===== src/rtl/sdf_channel_fifo.sv =====
// Single-clock token FIFO used as the channel between two dataflow actors.
// Flags are decoded from the registered count only, so no input reaches an output combinationally.
module sdf_channel_fifo #(
  parameter int WIDTH      = 32,
  parameter int DEPTH_LOG2 = 3,
  parameter int AF_LEVEL   = (1 << DEPTH_LOG2) - 1,
  parameter int AE_LEVEL   = 1
) (
  input  logic                  ck,
  input  logic                  rst,
  input  logic                  wr,
  input  logic [WIDTH-1:0]      wr_data,
  output logic                  full,
  input  logic                  rd,
  output logic [WIDTH-1:0]      rd_data,
  output logic                  empty,
  output logic [DEPTH_LOG2:0]   count,
  output logic                  almost_full,
  output logic                  almost_empty,
  output logic                  ovf_err,
  output logic                  udf_err,
  input  logic                  clr_err
);

  localparam int DEPTH = 1 << DEPTH_LOG2;
  localparam int PW    = (DEPTH_LOG2 > 0) ? DEPTH_LOG2 : 1;
  localparam int CW    = DEPTH_LOG2 + 1;

  logic [WIDTH-1:0] mem [DEPTH];
  logic [PW-1:0]    wr_ptr, rd_ptr;
  logic             wr_acc, rd_acc;

  // A write into a full FIFO is still accepted when a read frees a slot on the same edge.
  assign rd_acc = rd & ~empty;
  assign wr_acc = wr & (~full | rd_acc);

  assign full         = (count == CW'(DEPTH));
  assign empty        = (count == '0);
  assign almost_full  = (int'(count) >= AF_LEVEL);
  assign almost_empty = (int'(count) <= AE_LEVEL);

  // A single-entry FIFO keeps both pointers pinned at 0.
  function automatic logic [PW-1:0] ptr_inc(input logic [PW-1:0] p);
    return (DEPTH == 1) ? '0 : p + 1'b1;
  endfunction

  always_ff @(posedge ck) begin
    if (wr_acc) mem[wr_ptr] <= wr_data;
  end

  always_ff @(posedge ck or posedge rst) begin
    if (rst) begin
      wr_ptr  <= '0;
      rd_ptr  <= '0;
      count   <= '0;
      rd_data <= '0;
      ovf_err <= 1'b0;
      udf_err <= 1'b0;
    end else begin
      if (wr_acc) wr_ptr <= ptr_inc(wr_ptr);
      if (rd_acc) begin
        rd_ptr  <= ptr_inc(rd_ptr);
        rd_data <= mem[rd_ptr];
      end
      case ({wr_acc, rd_acc})
        2'b10:   count <= count + 1'b1;
        2'b01:   count <= count - 1'b1;
        default: count <= count;
      endcase
      // A new error event in the same cycle as clr_err keeps the flag set.
      ovf_err <= (wr & ~wr_acc) | (ovf_err & ~clr_err);
      udf_err <= (rd & empty)   | (udf_err & ~clr_err);
    end
  end

endmodule


===== config.mk =====
export PLATFORM = sky130hd
export DESIGN_NAME = sdf_channel_fifo
export DESIGN_NICKNAME = d
export VERILOG_FILES = /design/src/rtl/sdf_channel_fifo.sv
export SDC_FILE = /design/constraint.sdc
export NUM_CORES = 1
export LEC_CHECK = 0
export BUFFER_PORTS_ARGS = -buffer_cell sky130_fd_sc_hd__buf_2
export CAP_MARGIN = 20
export CORE_UTILIZATION = 36
export DETAILED_ROUTE_END_ITERATION = 10
export SYNTH_ARGS = -nofsm -noshare
export SYNTH_HDL_FRONTEND = slang
export SYNTH_SLANG_ARGS = --single-unit

===== constraint.sdc =====
create_clock -name ck -period 4.7 [get_ports ck]
set_clock_uncertainty 0.2 [all_clocks]
set_input_delay 0.705 -clock ck [delete_from_list [all_inputs] [get_ports ck]]
set_output_delay 0.705 -clock ck [all_outputs]
set_load 0.02 [all_outputs]

==> summary by stage <==
Run status
The flow ran to the end, and the final reports show no timing, DRC or antenna violations.

Synth
Yosys attributes the largest share of cell area to sky130_fd_sc_hd__edfxtp_1 66%, sky130_fd_sc_hd__mux2i_1 11%, sky130_fd_sc_hd__dfrtp_1 9.4%. The count of yosys warnings during synthesis is 0. The most used flip-flop cell after synthesis is sky130_fd_sc_hd__edfxtp_1. The netlist uses 32 different library cells. Of the post-synthesis cell area, the dominant cell type holds 0.657. Counting instances in the post-synthesis netlist gives the leading cell types as 256 x sky130_fd_sc_hd__edfxtp_1, 130 x sky130_fd_sc_hd__mux2i_1, 80 x sky130_fd_sc_hd__nand2_1, 65 x sky130_fd_sc_hd__a22oi_1, 44 x sky130_fd_sc_hd__dfrtp_1. The number of enable flip-flop cells after synthesis is 256. The cell area after technology mapping is 0.0117 mm^2.

Dividing the synthesized area by the synthesized cell count gives 16.5 um^2. The cell with the most instances after synthesis is sky130_fd_sc_hd__edfxtp_1. The number of flip-flops and latches in the synthesized netlist is 300. The async set-or-reset flop fraction in the synthesized netlist is 0.147. Of all cell types, the one taking the most synthesized area is sky130_fd_sc_hd__edfxtp_1. The number of nets in the synthesized netlist is 750. For this run, the register share of the synthesized area comes to 0.751. Synthesis handed over a netlist of 708 instances.

Route
In the routed layout, each cell is associated on average with a via count of 4.84. In this run the remaining antenna-violating nets after routing total 0. The detailed router placed 6036 vias in this run. The final wirelength is 22400 um. In the final routed layout, each cell accounts on average for 17.9 um. The detailed-route DRC error count is 0. The starting DRC count in detailed routing is 340. Before antenna repair, the detailed router went through 4 iterations.

CTS
The tree is rooted in a sky130_fd_sc_hd__clkbuf_16. The TritonCTS clock tree is built. In this run the number of H-tree levels came out at 1. The clock transition at the registers of the reported paths is 0.06 ns. The longest clock path from root to sink contains 3 buffers. The number of sinks on the clock net is 300. The number of setup buffers added after CTS is 0.

The count of cells resized by post-cts repair is 0. The clock latency of the later-clocked register in the worst-skew pair is 0.54 ns. Buffers inserted to repair hold after CTS numbered 0. The TritonCTS buffer count is 30.

Setup path
The cell family contributing the most delay on the critical path is simple AND/OR/NAND/NOR gates. The launching element type of the critical path is a register. STA classifies the critical path endpoint as a register. By startpoint and endpoint, the worst setup path is classified as register to register. The signal on the critical path passes through inv_1, ha_1, nand3b_1, o21a_1, nand2b_1, nor2_4.

The number of buffer and inverter instances along the worst setup path is 1. Along the worst path, the maximum fanout reaches 32. The critical path runs through a total of 6 cells. Data on the critical path arrives at its endpoint at 2.94 ns. The number of cells traversed by the worst register-to-register path is 6.

In this design, the stage delay of the slowest critical-path cell is 0.88 ns. At the worst endpoint, the required time is 4.66 ns. Among all stages on the critical path, the largest delay is contributed by sky130_fd_sc_hd__nor2_4.

Worst hold path
The tightest min-delay check is of the input pin to asynchronous set/reset pin type.

Global route
The wire length of the first global-routing pass is 35300 um. The maximum number of pins on one net before global-route repair is 57. The via count of the first global-routing pass is 6159. The number of antenna violations at the first check in global routing is 0. For this run the aggregate overflow at the end of global routing stands at 0.

In the global route stage, overall resource usage came out at 0.137.

Power
The leakage power summed over all cells is 5.09 nW. The power per unit of standard cell area is 614 mW/mm^2. The peak supply drop is 0.000327 V.

Cells and area
The number of antenna repair diodes is 0. For this run, the share of the core covered by cells in the final layout is 0.426. The share of final-layout standard cells stronger than drive strength 1 is 0.181. The area overhead of the layout relative to synthesis is 15.8%.

The filler cell count is 2856. After the last flow step, the layout net total stands at 830.

STA
The final hold violation count came to 0. The sum of negative setup slack is 0 ns. The transition time at the pin with the least slew margin is 1.05 ns. The headroom to the max-slew limit is 0.299. The final period demand of the worst path is 2.98 ns. Timing would allow up to 335 MHz. Setup repair after global routing left no endpoint under its margin.

In the finished design, the share of the clock period the worst path needs comes to 0.635. The total of endpoints with negative setup slack in the final report is 0. The count of pins over their slew limit is 0.

Die
The floorplan step set the die width to 182 um. The number of top-level design ports is 79. Row generation in the floorplan step produced 65 rows. The y dimension of the die is 182 um. The die covers 0.0332 mm^2. The effective utilization at floorplan is 0.368. In this run the standard cell core region covers 0.0318 mm^2.

Place
The final weighted congestion of routability-driven global placement is 0.742. Summed over all nets, the half-perimeter wirelength after detailed placement is 13400 um. Input and output buffers added on the ports amount to 78.

Flow run
Across the run, the number of max-cap violations was 0.
[cell type report]
type | instances | area (um^2) | area share
tap | 435 | 544 | 0.0402
sequential | 300 | 8790 | 0.649
multi-input combinational | 361 | 2700 | 0.199
clock inverter | 11 | 128 | 0.00943
clock buffer | 45 | 868 | 0.0641
timing repair buffer | 89 | 485 | 0.0359
inverter | 6 | 22.5 | 0.00166
[cells in the final DEF, fill, tap and decap left out, types with 4 or more instances in the layout]
cell type,count
sky130_fd_sc_hd__inv_1,5
sky130_fd_sc_hd__edfxtp_1,256
sky130_fd_sc_hd__nand3_1,34
sky130_fd_sc_hd__a22oi_1,65
sky130_fd_sc_hd__nand2_1,80
sky130_fd_sc_hd__nor2_4,7
sky130_fd_sc_hd__clkbuf_8,4
sky130_fd_sc_hd__mux2i_1,130
sky130_fd_sc_hd__buf_4,10
sky130_fd_sc_hd__dfrtp_1,43
sky130_fd_sc_hd__xnor2_1,4
sky130_fd_sc_hd__clkinv_1,5
sky130_fd_sc_hd__ha_1,5
sky130_fd_sc_hd__clkbuf_16,31
sky130_fd_sc_hd__buf_2,78
sky130_fd_sc_hd__clkbuf_1,10
[through the flow]
| stage | hold slack [ns] | setup WS, ns | cell area, um^2 | instances | total power, mW |
|---|---|---|---|---|---|
| 6_report | 0.0934 | 1.72 | 13500 | 1247 | 8.31 |
| 5_1_grt | 0.128 | 1.45 | 13500 | 1247 | 8.78 |
| 4_1_cts | 0.0933 | 1.69 | 13500 | 1247 | 8.44 |
| 3_5_place_dp | 0.261 | 1.70 | 12500 | 1191 | 6.05 |
| 3_3_place_gp | 0.261 | 1.75 | 12500 | 1191 | 6.01 |
| 2_1_floorplan | 0.287 | 0.494 | 11700 | 708 | 5.37 |
[registers in the layout, summed over array words and instances (netlist names)]
register	flops
mem	256
rd_data	32
count	4
rd_ptr	3
wr_ptr	3
ovf_err	1
udf_err	1
[per-layer routing]
layer,global-route usage,share of wire
met1,0.186,0.46
met2,0.227,0.48
met3,0.0227,0.042
met4,0.0383,0.023
met5,0,0
[logic make-up after synthesis]
kind of cell    count (synthesis)  share of synthesized area
xor+xnor                        4                    0.00299
fa+ha+maj                       5                    0.00535
flops                         300                      0.751
buf+inv                        47                     0.0240
mux                           130                      0.111
simple gates                  142                     0.0537
compound gates                 80                     0.0513
[worst register-to-register path: cells and delay by family (launching register included)]
family / cells / cell delay (ns)
compound gates: 1 / 0.21
fa+ha+maj: 1 / 0.27
buf+inv: 1 / 0.12
flops: 1 / 0.47
simple gates: 3 / 1.31
[power by group]
group	leakage (nW)	internal, mW	switching, mW
Combinational	1.75	0.877	1.38
Sequential	2.85	3.37	0.319
Clock	0.485	1.43	0.937
Total	5.09	5.68	2.63
[worst paths after layout]
path | startpoint | endpoint | slack (ns)
max in group asynchronous | rst | rd_data[18]$_DFFE_PP0N_ | 3.44
min in group ck | wr_data[4] | mem[4][4]$_DFFE_PP_ | 0.23
max | count[1]$_DFFE_PP0P_ | mem[4][19]$_DFFE_PP_ | 1.72
max reg2reg | count[1]$_DFFE_PP0P_ | mem[4][19]$_DFFE_PP_ | 1.72
min | rst | count[0]$_DFFE_PP0P_ | 0.09
min reg2reg | rd_data[26]$_DFFE_PP0N_ | rd_data[26]$_DFFE_PP0N_ | 0.27
(Power assumes the default switching activity.)
